### config.mk
export PLATFORM = sky130hd
export DESIGN_NAME = crc_stream_engine
export DESIGN_NICKNAME = d
export VERILOG_FILES = /design/src/rtl/crc_stream_engine.sv
export SDC_FILE = /design/constraint.sdc
export NUM_CORES = 1
export LEC_CHECK = 0
export BUFFER_PORTS_ARGS = -buffer_cell sky130_fd_sc_hd__buf_2
export CORE_MARGIN = 4
export CORE_UTILIZATION = 61
export CTS_CLUSTER_DIAMETER = 40
export DETAILED_ROUTE_END_ITERATION = 10
export PLACE_DENSITY = 0.84
export SLEW_MARGIN = 0
export SYNTH_ARGS = -nofsm -noshare
export SYNTH_HDL_FRONTEND = slang
export SYNTH_SLANG_ARGS = --single-unit
### constraint.sdc
create_clock -name clk -period 3 [get_ports clk]
set_clock_uncertainty 0.15 [all_clocks]
set_input_delay 0.6 -clock clk [delete_from_list [all_inputs] [get_ports clk]]
set_output_delay 0.6 -clock clk [all_outputs]
set_load 0.01 [all_outputs]
### src/rtl/crc_stream_engine.sv
// crc_stream_engine: bit-serial CRC engine sitting between the UART receiver
// and transmitter. Bytes are folded into the CRC one bit per cycle; the
// finalised CRC is emitted either after every byte (MODE=0) or once per frame
// (MODE=1) and is serialised MSB-byte first to the transmitter, with
// back-pressure on tx_busy.
// Optional build macro: CRC_TIMEOUT_EN adds an idle counter that closes an
// open frame after TIMEOUT_CYC cycles without input.
module crc_stream_engine #(
  parameter int unsigned      CRC_W       = 8,
  parameter logic [CRC_W-1:0] POLY        = CRC_W'('h07),
  parameter logic [CRC_W-1:0] INIT        = '0,
  parameter logic [CRC_W-1:0] XOROUT      = '0,
  parameter bit               REFIN       = 1'b0,
  parameter bit               REFOUT      = 1'b0,
  parameter bit               MODE        = 1'b0,
  parameter int unsigned      TIMEOUT_CYC = 1000000
) (
  input  logic             clk,
  input  logic             rst_n,
  input  logic [7:0]       rx_data,
  input  logic             rx_data_en,
  input  logic             frame_end,
  input  logic             tx_busy,
  output logic [7:0]       tx_data,
  output logic             tx_data_en,
  output logic [CRC_W-1:0] crc_value,
  output logic             crc_valid,
  output logic             overrun
);

  localparam int unsigned NBYTES = CRC_W / 8;
  localparam int unsigned IDX_W  = 2;
  localparam int unsigned BIT_W  = 3;

  typedef enum logic [2:0] {
    S_IDLE  = 3'd0,
    S_CALC  = 3'd1,
    S_FINAL = 3'd2,
    S_SEND  = 3'd3,
    S_WAIT  = 3'd4
  } state_t;

  // Reject unsupported widths and a zero timeout at elaboration time
  if (!(CRC_W == 8 || CRC_W == 16 || CRC_W == 32) || TIMEOUT_CYC == 0) begin : g_bad_cfg
    $error("crc_stream_engine: CRC_W must be 8/16/32 and TIMEOUT_CYC nonzero");
  end

  function automatic logic [CRC_W-1:0] bit_reverse(input logic [CRC_W-1:0] v);
    logic [CRC_W-1:0] r;
    r = '0;
    for (int i = 0; i < int'(CRC_W); i++) begin
      r[i] = v[CRC_W-1-i];
    end
    return r;
  endfunction

  function automatic logic [CRC_W-1:0] crc_step(input logic [CRC_W-1:0] crc,
                                                input logic             din);
    logic fb;
    fb = crc[CRC_W-1] ^ din;
    return (crc << 1) ^ (fb ? POLY : '0);
  endfunction

  state_t                 state;
  logic [CRC_W-1:0]       crc_reg;
  logic [7:0]             buf_data;
  logic                   buf_full;
  logic                   pending_end;
  logic                   final_on_end;
  logic [7:0]             shreg;
  logic [BIT_W-1:0]       bit_cnt;
  logic [IDX_W-1:0]       byte_idx;
  logic                   guard;
  logic                   pop;
  logic                   in_bit;
  logic                   timeout_hit;
  logic [CRC_W-1:0]       result_c;

  assign pop      = (state == S_IDLE) && buf_full;
  assign in_bit   = REFIN ? shreg[0] : shreg[7];
  assign result_c = (REFOUT ? bit_reverse(crc_reg) : crc_reg) ^ XOROUT;

`ifdef CRC_TIMEOUT_EN
  localparam int unsigned TO_W = $clog2(TIMEOUT_CYC + 1);

  logic [TO_W-1:0] idle_cnt;
  logic            frame_open;

  assign timeout_hit = frame_open && !rx_data_en && !frame_end &&
                       (idle_cnt == TO_W'(TIMEOUT_CYC - 1));

  // Idle counter: runs while a frame is open, parks at TIMEOUT_CYC once it fires
  always_ff @(posedge clk or negedge rst_n) begin
    if (!rst_n) begin
      idle_cnt   <= '0;
      frame_open <= 1'b0;
    end else if (frame_end) begin
      frame_open <= 1'b0;
      if (rx_data_en) idle_cnt <= '0;
    end else if (rx_data_en) begin
      idle_cnt   <= '0;
      frame_open <= 1'b1;
    end else if (frame_open) begin
      if (timeout_hit) begin
        idle_cnt   <= TO_W'(TIMEOUT_CYC);
        frame_open <= 1'b0;
      end else begin
        idle_cnt <= idle_cnt + TO_W'(1);
      end
    end
  end
`else
  assign timeout_hit = 1'b0;
`endif

  // Holding buffer, frame-close flag and the CRC/serialiser state machine
  always_ff @(posedge clk or negedge rst_n) begin
    if (!rst_n) begin
      state        <= S_IDLE;
      crc_reg      <= INIT;
      buf_data     <= '0;
      buf_full     <= 1'b0;
      pending_end  <= 1'b0;
      final_on_end <= 1'b0;
      shreg        <= '0;
      bit_cnt      <= '0;
      byte_idx     <= '0;
      guard        <= 1'b0;
      tx_data      <= '0;
      tx_data_en   <= 1'b0;
      crc_value    <= '0;
      crc_valid    <= 1'b0;
      overrun      <= 1'b0;
    end else begin
      tx_data_en <= 1'b0;
      crc_valid  <= 1'b0;
      overrun    <= 1'b0;

      // A slot freed by this cycle's pop can take the incoming byte
      if (rx_data_en) begin
        if (!buf_full || pop) begin
          buf_data <= rx_data;
          buf_full <= 1'b1;
        end else begin
          overrun <= 1'b1;
        end
      end else if (pop) begin
        buf_full <= 1'b0;
      end

      case (state)
        S_IDLE: begin
          if (buf_full) begin
            shreg   <= buf_data;
            bit_cnt <= '0;
            state   <= S_CALC;
          end else if (pending_end) begin
            final_on_end <= 1'b1;
            state        <= S_FINAL;
          end
        end

        S_CALC: begin
          crc_reg <= crc_step(crc_reg, in_bit);
          shreg   <= REFIN ? (shreg >> 1) : (shreg << 1);
          bit_cnt <= bit_cnt + BIT_W'(1);
          if (bit_cnt == BIT_W'(7)) begin
            if (MODE) begin
              state <= S_IDLE;
            end else begin
              final_on_end <= 1'b0;
              state        <= S_FINAL;
            end
          end
        end

        S_FINAL: begin
          if (final_on_end) begin
            crc_reg     <= INIT;
            pending_end <= 1'b0;
          end
          // Running mode close with no byte only clears the register
          if (final_on_end && !MODE) begin
            state <= S_IDLE;
          end else begin
            crc_value <= result_c;
            crc_valid <= 1'b1;
            byte_idx  <= IDX_W'(NBYTES - 1);
            state     <= S_SEND;
          end
        end

        S_SEND: begin
          if (!tx_busy) begin
            tx_data    <= 8'(crc_value >> {byte_idx, 3'b000});
            tx_data_en <= 1'b1;
            guard      <= 1'b1;
            state      <= S_WAIT;
          end
        end

        S_WAIT: begin
          // Guard cycle gives the transmitter time to raise tx_busy
          if (guard) begin
            guard <= 1'b0;
          end else if (!tx_busy) begin
            if (byte_idx == '0) begin
              state <= S_IDLE;
            end else begin
              byte_idx <= byte_idx - IDX_W'(1);
              state    <= S_SEND;
            end
          end
        end

        default: state <= S_IDLE;
      endcase

      // A new close request outranks the clear of the previous one
      if (frame_end || timeout_hit) pending_end <= 1'b1;
    end
  end

endmodule
* After elaboration in Yosys (flattened, before gate mapping) *
Cells that the tools add are included.

word-level totals
  register bits after elaboration = 55
  input port bits = 13
  output and inout bits = 19
  logic and storage cells = 101

cells by class
  add/sub/neg operators = 2
  equal/unequal tests = 17
  shift-type cells = 1
  muxes and demuxes = 39
  bitwise operators = 4
  reduce and logical (&&, ||, !) cells = 23

operators with widths
  kind                 count
  $pmux 8 s2           2
  $mux 3               8
  $ne 2x2->1 const B   10
  $mux 1               16
  $mux 8               2
  $reduce_and 2->1     8
  $pmux 3 s5           1
  $reduce_bool 2->1    7
  $mux 2               6
  $reduce_and 5->1     2
  $shr 8x5->8          1
  $xor 8x3->8          1
  $eq 3x2->1 const B   2
  $eq 3x3->1 const B   2
  $pmux 3 s2           1
  $pmux 1 s2           2
  $pmux 2 s2           1
  $reduce_and 4->1     1
  $add 3x1->3 const B  1
  $eq 3x1->1 const B   1
  $logic_not 3->1      1
  $ne 3x3->1 const B   1
  $logic_not 2->1      1
  $ne 2x1->1 const B   1
  other kinds (6)      7

* Depth between registers and ports, before layout *
Gate-level depths: netlist of the first run.

  depth after elaboration = 5
  depth in mapped cells = 6
  depth with buffers taken out = 6

* Worst setup path after synthesis of the first run *
No wires, ideal clock.

  kind = reg2reg
  start = register bit_cnt[0]
  end = register state[0]
  setup time = 0.125 ns
  arrival time = 1.446 ns
  data required time = 2.725 ns
  path slack = 1.279 ns
  cell stages (with the launch flop) = 7
  path buffers = 0
  clock period less this slack = 1.721 ns
  path through = dfrtp_1 -> ha_1 -> ha_1 -> nor3b_1 -> a31oi_1 -> o21ai_1 -> mux2_2

on the way
  word-level cells in the longest chain between the ends = 3

ends and longest elaborated chain
  element                     RTL line  text
  start, declared             71        logic [BIT_W-1:0] bit_cnt;
  start signal, assigned      166       bit_cnt <= bit_cnt + BIT_W'(1);
  $eq 3x3->1                  167       if (bit_cnt == BIT_W'(7)) begin
  $ne 2x2->1 (no line)        n/a
  $reduce_and 5->1 (no line)  n/a
  end signal, assigned        169       state <= S_IDLE;
  end signal, assigned        172       state <= S_FINAL;
  end signal, assigned        184       state <= S_IDLE;
  end, declared               64        state_t state;

No other way between the ends.
A chain may end at the register's enable or synchronous reset.

* Worst setup path in the final report of the first run *
  start = register state[2]
  end = register byte_idx[1]

on the way
  word-level cells in the longest chain between the ends = 3
  elaborated cells between the ends (all ways) = 9
  those cells by class = eq/ne: 6; mux: 1; reduce/logical: 2

ends and longest elaborated chain
  element                                                    RTL line  text
  start signal, assigned                                     119       state <= S_IDLE;
  start signal, assigned                                     156       state <= S_CALC;
  start signal, assigned                                     159       state <= S_FINAL;
  $eq 3x3->1 or $eq 3x2->1 (tied branches)                   151       case (state)
  $ne 2x2->1 (no line) or $reduce_bool 2->1 (tied branches)  n/a
  $reduce_and 5->1 (no line)                                 n/a
  end signal, assigned                                       188       byte_idx <= IDX_W'(NBYTES - 1);
  end signal, assigned                                       210       byte_idx <= byte_idx - IDX_W'(1);
  end, declared                                              72        logic [IDX_W-1:0] byte_idx;

Several ways; a longest one is shown, not always the timed one.

==> reports/metrics.yaml, run 1 <==
outcome: "finished clean"
worst_r2r_endpoint: "byte_idx[1]"
postCtsResizedCells: 0
antenna_found_initial: 0
crit_path_end_kind: "flip-flop"
io_pins: 32
grt_pass1_wl_um: 6910
fmax_ghz: 0.534
diodes: 0
die_w_um: 70.2
netlist.area_leader.share_pct: 58.3
dpl_cell_area_um2: 2560
cts_root_buf: "clkbuf_8"
cts_buffers: 5
track_usage_pct: 17.7
cp_slowest_cell: "dfrtp_1"
first_pass_iters: 4
synthDistinctLibCells: 35
r2r_cells: 4
core_um2: 3690
clk_latency_ps: 320
row_count: 22
gp_congestion: 0.838
clock_sinks: 55
grt_pass1_vias: 1519
required_ps: 3060
dieHeight_um: 70.2
synth_area_per_cell_um2: 11.8
place_ws_ps: 1150
setup_viol: 0
p_leak_nw: 1.30
start_util_pct: 64.0
drcViolationCount: 0
rsz0062_at_grt: "false"
grt_max_degree: 42
crit_arrival_ps: 1930
dieArea_um2: 4930
clk_pin_slew_ps: 100
crit_type: "reg2reg"
fin_tns_setup_ps: 0
wl_per_cell_um: 13.4
layout_worst_path_cycle_share_pct: 62.4
slowest_delay_ps: 610
avgViaCountPerCell: 5.51
cap_violations: 0
p_per_area_nw_per_um2: 1060
crit_fanout: 12
synth_cells: 200
setup_ws_ps: 1130
rrSetupSlack_ps: 1130
ir_drop_mv: 0.652
drive_above_1_share_pct: 29.8
syn-num-nets: 216
start_kind: "flip-flop"
ys_seq_elements: 55
syn_to_final_growth_pct: 12.5
yosys-top-cells-area: "dfrtp_1 (58%), mux2_2 (8.6%), nand2_1 (4.9%)"
final_area_um2: 2660
cts_max_level: 2
vias: 1559
clk_path_buf_depth: 2
synth.yosys.seq_area_share_pct: 58.3
postCtsSetupRepairBufs: 0
holdBufCountCts: 0
place.port_buffers: 31
ant_nets: 0
worst_slew_pin_slew_ps: 869
min_period_ps: 1870
hold_violations: 0
yosysWarnings: 0
hpwlAfterDp_um: 2740
hold_class: "in2async"
crit_chain: "or3b_4 > or3_4 > nand3b_1 > o21ai_1"
cts_tree: "built"
nets: 250
grt_overflow: 0
drt_iter0_drc: 44
finalMaxSlewViolations: 0
r2r_start: "state[2]"
totalWireLength_um: 3780
yosys.area.top_type: "dfrtp_1"
syn_area_um2: 2360
slew_headroom_pct: 42.1
-- critical path: cells and delay by family, from the launching register on --
family,cells,cell delay [ps]
and+or+nand+nor,3,940
AOI/OAI and AO/OA,1,60
DFF,1,610
-- routing by layer --
layer / track usage (%) / up-vias / routed length (um)
li1: - / 766 / -
met1: 23.2 / 756 / 1770
met2: 27.1 / 31 / 1750
met3: 5.47 / 6 / 187
met4: 7.87 / 0 / 74
met5: 0 / - / 0
-- cells by family after synthesis --
group                      after synthesis  share of synthesized area, %
DFF                                     55                          58.3
and+or+nand+nor                         54                          11.0
AOI/OAI and AO/OA                       43                          12.5
muxes                                   26                          12.0
buffers and inverters                   16                          3.55
xor gates and xnor gates                 3                          1.11
adders and majority gates                3                          1.59
-- cell usage in the layout (no fill, tap or decap), drive strengths merged, types with 2 or more instances in the layout --
cell type,Yosys,layout
nor3,3,3
dfrtp,55,55
o21ai,21,21
nand3,2,2
a22o,10,10
nand2,32,32
mux2i,8,8
xor2,3,3
mux2,18,18
o2bb2ai,2,2
ha,3,3
clkbuf,0,5
nand3b,2,2
inv,7,9
o32ai,2,2
a21oi,3,3
buf,9,36
nor2,7,7
or2,2,2
-- cell usage after synthesis --
library cell and instances:
a21oi_1 3, nand3_1 1, o32ai_1 2, buf_4 5, dfrtp_1 55, o31ai_4 1
nor2_1 6, nand3_2 1, nand2_2 1, inv_1 7, mux2i_1 8, nor3_1 3
a31oi_1 1, a21o_1 1, buf_2 4, nor3b_1 1, a22o_1 10, or3b_4 1
or2_2 1, ha_1 3, mux2_2 18, o211a_1 1, nor2_2 1, a22oi_1 1
and2b_1 1, or2_0 1, nand3b_1 2, o21ai_0 17, nor2b_1 1, nand2b_1 1
o2bb2ai_1 2, or3_4 1, xor2_1 3, o21ai_1 4, nand2_1 31
-- power by group --
group | switching, mW | internal (mW) | total [mW]
Clock | 0.252 | 0.170 | 0.423
Combinational | 0.535 | 0.548 | 1.08
Sequential | 0.255 | 1.05 | 1.31
-- cell type report --
type | instances | area, um^2
clock buffers | 5 | 68.8
flip-flops and latches | 55 | 1380
well taps | 48 | 60.1
repair buffers | 36 | 193
inverters | 7 | 26.3
clock inverters | 3 | 25.0
fillers | 268 | 1030
multi-input cells | 129 | 906
-- worst max path at each step --
| stage | start | endpoint | slack [ps] | cells past startpoint |
|---|---|---|---|---|
| 6_report | state[2] | byte_idx[1] | 1130 | 4 |
| 5_1_grt | state[0] | shreg[7] | 940 | 5 |
| 4_1_cts | state[0] | shreg[2] | 1130 | 5 |
| 3_5_place_dp | state[0] | shreg[2] | 1150 | 5 |
| 3_3_place_gp | state[2] | byte_idx[1] | 1160 | 4 |
| 2_1_floorplan | bit_cnt[0] | state[0] | 1280 | 6 |
-- through the flow --
| step | utilization (%) | power [mW] | hold WS (ps) | std cells |
|---|---|---|---|---|
| 2_1_floorplan | - | 2.13 | 154 | 200 |
| 3_3_place_gp | 69.4 | 2.36 | 306 | 275 |
| 3_5_place_dp | 69.4 | 2.42 | 314 | 275 |
| 4_1_cts | 72.0 | 2.84 | 259 | 283 |
| 5_1_grt | 72.0 | 3.05 | 295 | 283 |
| 6_report | 72.0 | 2.81 | 241 | 283 |
No activity file was read; power rests on OpenSTA's default activity.
==> run 2: changes to the inputs <==
Settings changed: CORE_UTILIZATION 61 to 56, PLACE_DENSITY 0.84 to 0.78.
Clock period 3 ns to 1.96 ns, I/O delays scaled along.
==> run 2 against run 1 <==
Compared with the run above: non-clock buffer count grew 5; critical path type unchanged; final cell count up 2.5%; sequential power is 51% higher; first-iteration DRC count grew 93%; register-to-register slack lost 1000 ps; clock-buffer cell count is the same.
==> reports/metrics.yaml, run 2 (synthesis results as in run 1) <==
slew_headroom_pct: 61.1  # +19 points
p_int_mw: 2.81  # +59%
fmax_ghz: 0.541  # +1.3%
avgViaCountPerCell: 5.42  # -1.7%
ir_drop_mv: 0.913  # +40%
antenna_found_initial: 0  # unchanged
gp_congestion: 0.805  # -3.9%
grt_pass1_vias: 1531  # +0.79%
layout_worst_path_cycle_share_pct: 94.2  # +32 points
crit_path_end_kind: "flip-flop"
swShare_pct: 36.7  # -0.41 points
cts_buffers: 5  # unchanged
min_period_ps: 1850  # -24.3 ps
dpl_cell_area_um2: 2610  # +2.0%
met1_usage_pct: 20.6  # -2.6 points
clk_pin_slew_ps: 90  # about the same
outcome: "finished clean"
clk_path_buf_depth: 2  # unchanged
p_sw_mw: 1.63  # +56%
place_ws_ps: 71.0  # -1070 ps
cap_violations: 0  # unchanged
hold_violations: 0  # unchanged
min_from: "frame_end"
worst_slew_pin_slew_ps: 580  # -289 ps
gr-usage-met2_pct: 25.7  # -1.4 points
cts_root_buf: "clkbuf_8"
final_area_um2: 2730  # +2.7%
required_ps: 2000  # -1060 ps
grt_util_met3_pct: 6.06  # +0.59 points
worstHoldPathCells: 2
crit_arrival_ps: 1890  # -40 ps
layout_common_cells: "dfrtp_1 (55), nand2_1 (31), buf_2 (31)"
r2r_cells: 6  # +2
dieArea_um2: 5320  # +7.9%
r2r_start: "bit_cnt[0]"
p_per_area_nw_per_um2: 1630  # +54%
cts_tree: "built"
start_util_pct: 58.6  # -5.4 points
grt_overflow: 0  # unchanged
core_um2: 4030  # +9.2%
hpwlAfterDp_um: 2800  # +2.1%
place.port_buffers: 31  # unchanged
worst_r2r_endpoint: "state[0]"
dieHeight_um: 72.9  # +3.9%
totalWireLength_um: 3890  # +2.7%
track_usage_pct: 16.1  # -1.5 points
start_kind: "flip-flop"
row_count: 23  # +4.5%
nets: 255  # +2.0%
drive_above_1_share_pct: 31.3  # +1.5 points
clock_sinks: 55  # unchanged
cts_max_level: 2  # unchanged
diodes: 0  # unchanged
vias: 1571  # +0.77%
busiest_layer: "met2"
layout_commonest_cell: "dfrtp_1"
p_leak_nw: 1.33  # +2.7%
wl_per_cell_um: 13.4  # +0.22%
finalMaxSlewViolations: 0  # unchanged
grt_pass1_wl_um: 6730  # -2.5%
fin_tns_setup_ps: 0  # unchanged
crit_type: "reg2reg"
p_comb_share_pct: 41.3  # +2.8 points
n_fill_cell: 333  # +24%
drcViolationCount: 0  # unchanged
crit_fanout: 2  # -10
die_w_um: 72.9  # +3.9%
p_seq_share_pct: 44.6  # -1.8 points
p_clk_share_pct: 14.1  # -0.9 points
clk_latency_ps: 310  # about the same
rrSetupSlack_ps: 110  # -1020 ps
first_pass_iters: 6  # +2
ant_nets: 0  # unchanged
setup_viol: 0  # unchanged
grt_max_degree: 56  # +33%
syn_to_final_growth_pct: 15.5
setup_ws_ps: 113  # -1020 ps
drt_iter0_drc: 85  # +93%
hold_class: "in2reg"
min_to: "pending_end"
io_pins: 32  # unchanged
run 2: cell types whose count changed in the layout (fill, tap and decap cells not counted):
cell / previous run / this run
buf_12: 0 / 2
nor3b_2: 0 / 1
dlygate4sd3_1: 0 / 1
nor3b_1: 1 / 0
buf_4: 5 / 7
inv_6: 2 / 0
clkinv_4: 0 / 2
run 2: metrics by stage:
| step | hold WS, ps | utilization (%) | cells | power, mW |
|---|---|---|---|---|
| CTS | 113 | 67.4 | 289 | 4.46 |
| global placement | 260 | 64.8 | 280 | 3.73 |
| finish | 126 | 67.7 | 290 | 4.43 |
| floorplan | -53.6 | - | 200 | 3.26 |
| global route | 120 | 67.7 | 290 | 4.79 |
| detailed placement | 259 | 64.8 | 280 | 3.83 |
run 2: critical path: stages (launching register included):
cell	delay [ps]
dfrtp_1	400
ha_1	200
ha_1	200
nor3b_2	150
a31oi_1	60
o21ai_1	220
mux2_2	370
run 2: worst max path at each step:
stage,to,slack (ps),start
2_1_floorplan,state[0],240,bit_cnt[0]
3_3_place_gp,state[0],190,bit_cnt[0]
3_5_place_dp,state[0],70,bit_cnt[0]
4_1_cts,state[0],60,bit_cnt[0]
5_1_grt,state[0],-0.4,bit_cnt[0]
6_report,state[0],110,bit_cnt[0]
run 2: per-layer routing:
layer,routed length [um],part of all wire [%]
met1,1750,45
met5,0,0
met4,81,2.1
met3,259,6.7
met2,1800,46
run 2: repair_timing:
item,in CTS,in global routing
endpoints found under the setup margin,0,1
hold buffers,1,0
hold endpoints to repair,55,0
buffers inserted,0,1
resized for setup,0,1
run 2: final cells by class:
type | instances | area, um^2 | share of cell area [%]
Tap cell | 50 | 62.6 | 2.29
Sequential cell | 55 | 1380 | 50.5
Clock inverter | 3 | 25.0 | 0.917
Timing Repair Buffer | 41 | 258 | 9.45
Inverter | 7 | 26.3 | 0.963
Clock buffer | 5 | 68.8 | 2.52
Multi-Input combinational cell | 129 | 911 | 33.4
run 2: power groups by stage:
stage               Clock, mW  Sequential (mW)  Combinational (mW)
CTS                     0.647             1.98                1.83
global route            0.687             2.05                2.06
detailed placement          0             2.00                1.83
floorplan                   0             1.94                1.32
finish                  0.625             1.98                1.83
global placement            0             1.99                1.75
==> run 3: changes to the inputs <==
==> constraint.sdc (replaced) <==
create_clock -name clk -period 1.96 [get_ports clk]
set_clock_uncertainty 0.15 [all_clocks]
set_input_delay 0.294 -clock clk [delete_from_list [all_inputs] [get_ports clk]]
set_output_delay 0.294 -clock clk [all_outputs]
set_load 0.01 [all_outputs]
==> run 3 against run 2 <==
Compared with the run above: core utilization barely moved; first-iteration DRC count fell by 31%; sequential cell count unchanged; combinational power shrank 3%; setup slack better by 0.92 ps; wire length down 2.1%; register-to-register slack is essentially flat; non-clock buffer count did not move; largest cell class unchanged; largest power group unchanged.
==> reports/metrics.yaml, run 3 (synthesis results as in run 1) <==
crit_type: "reg2reg"
drcViolationCount: 0  # unchanged
first_pass_iters: 6  # unchanged
drive_above_1_share_pct: 30.4  # -0.83 points
cts_max_level: 2  # unchanged
place_ws_ps: 143  # +71.9 ps
drt_iter0_drc: 59  # -31%
fin_util_pct: 67.7  # about the same
worst_slew_pin_slew_ps: 569  # -11.3 ps
cts_buffers: 5  # unchanged
setup_ws_ps: 114  # +0.917 ps
grt_max_degree: 56  # unchanged
slowest_delay_ps: 400  # about the same
die_w_um: 72.9  # unchanged
grt_overflow: 0  # unchanged
antenna_found_initial: 0  # unchanged
finalMaxSlewViolations: 0  # unchanged
avgViaCountPerCell: 5.41  # -0.13%
hpwlAfterDp_um: 2650  # -5.2%
total_power_mw: 4.40  # -0.81%
io_pins: 32  # unchanged
start_util_pct: 58.6  # unchanged
rsz0062_at_grt: "false"
clk_latency_ps: 310  # about the same
worstHoldPathCells: 3  # +1
grt_pass1_wl_um: 6770  # +0.50%
clk_pin_slew_ps: 90  # about the same
crit_arrival_ps: 1890  # about the same
p_per_area_nw_per_um2: 1610  # -0.76%
crit_fanout: 2  # unchanged
slew_headroom_pct: 61.8  # +0.76 points
min_period_ps: 1850  # -0.917 ps
p_leak_nw: 1.33  # about the same
grt_pass1_vias: 1495  # -2.4%
dieArea_um2: 5320  # unchanged
worst_r2r_endpoint: "state[0]"
fin_tns_setup_ps: 0  # unchanged
gp_congestion: 0.821  # +1.9%
place.port_buffers: 31  # unchanged
hold_class: "in2reg"
row_count: 23  # unchanged
ir_drop_mv: 0.818  # -10%
cap_violations: 0  # unchanged
wl_per_cell_um: 13.1  # -2.1%
fmax_ghz: 0.542  # about the same
dieHeight_um: 72.9  # unchanged
cp_slowest_cell: "dfrtp_1"
min_to: "buf_full"
r2r_cells: 6  # unchanged
syn_to_final_growth_pct: 15.5  # about the same
nets: 255  # unchanged
diodes: 0  # unchanged
totalWireLength_um: 3800  # -2.1%
n_fill_cell: 306  # -8.1%
clk_path_buf_depth: 2  # unchanged
layout_worst_path_cycle_share_pct: 94.2  # about the same
clock_sinks: 55  # unchanged
cts_tree: "built"
min_from: "rx_data_en"
setup_viol: 0  # unchanged
start_kind: "flip-flop"
core_um2: 4030  # unchanged
layout_commonest_cell: "dfrtp_1"
outcome: "finished clean"
hold_violations: 0  # unchanged
crit_path_end_kind: "flip-flop"
crit_chain: "ha_1 > ha_1 > nor3b_1 > a31oi_1 > o21ai_1 > mux2_2"
cts_root_buf: "clkbuf_8"
track_usage_pct: 16.1  # -0.044 points
rrSetupSlack_ps: 110  # about the same
cpMostUsedCell: "ha_1"
required_ps: 2010  # about the same
ant_nets: 0  # unchanged
vias: 1569  # -0.13%
layout_common_cells: "dfrtp_1 (55), nand2_1 (31), buf_2 (31)"
r2r_start: "bit_cnt[0]"
## run 3: cell types whose count changed in the layout (fill, tap and decap cells not counted)
cell / before / now
nor3b_1: 0 / 1
dlygate4sd3_1: 1 / 2
clkinv_4: 2 / 1
clkinvlp_4: 1 / 0
inv_6: 0 / 2
nor3b_2: 1 / 0
buf_4: 7 / 6
## run 3: metal layers
layer | GRT usage (%) | vias to the layer above | part of all wire, %
met5 | 0 | - | 0
met3 | 4.13 | 6 | 5.3
met4 | 4.51 | 0 | 1.2
met1 | 21.0 | 744 | 46
met2 | 26.7 | 38 | 47
li1 | - | 781 | -
## run 3: final cells by class
type	instances	area (um^2)	area share [%]
Clock buffer	5	68.8	2.52
Multi-Input combinational cell	129	906	33.2
Clock inverter	3	26.3	0.964
Timing Repair Buffer	41	260	9.55
Tap cell	50	62.6	2.29
Inverter	7	26.3	0.964
Sequential cell	55	1380	50.5
## run 3: per-stage QoR
step,hold WS [ps],instances,area (um^2)
CTS,50.7,290,2730
finish,59.8,290,2730
global route,56.0,290,2730
global placement,161,280,2610
floorplan,-152,200,2360
detailed placement,161,280,2610
## run 3: worst max-delay path by stage
stage                from     endpoint
2_1_floorplan  bit_cnt[0]     state[0]
3_3_place_gp     state[0]  byte_idx[0]
3_5_place_dp   bit_cnt[0]     state[0]
4_1_cts        bit_cnt[0]     state[0]
5_1_grt        bit_cnt[0]     state[0]
6_report       bit_cnt[0]     state[0]
## run 3: power breakdown
part	internal, mW	switching (mW)	leakage, nW
combinational	0.924	0.857	0.587
sequential	1.61	0.362	0.698
clock	0.264	0.385	0.0491
total	2.80	1.60	1.33
## run 3: timing repair
item                                   in CTS  in global routing
gates resized for setup                     0                  0
setup buffers                               0                  0
endpoints found under the hold margin      56                  0
hold buffers                                2                  0
## run 3: worst max-delay path: cells and delay by family (launching register included)
kind                       cells  cell delay, ps
adders and majority gates      2             390
DFF                            1             400
and+or+nand+nor                1             200
AOI/OAI and AO/OA              2             250
muxes                          1             350
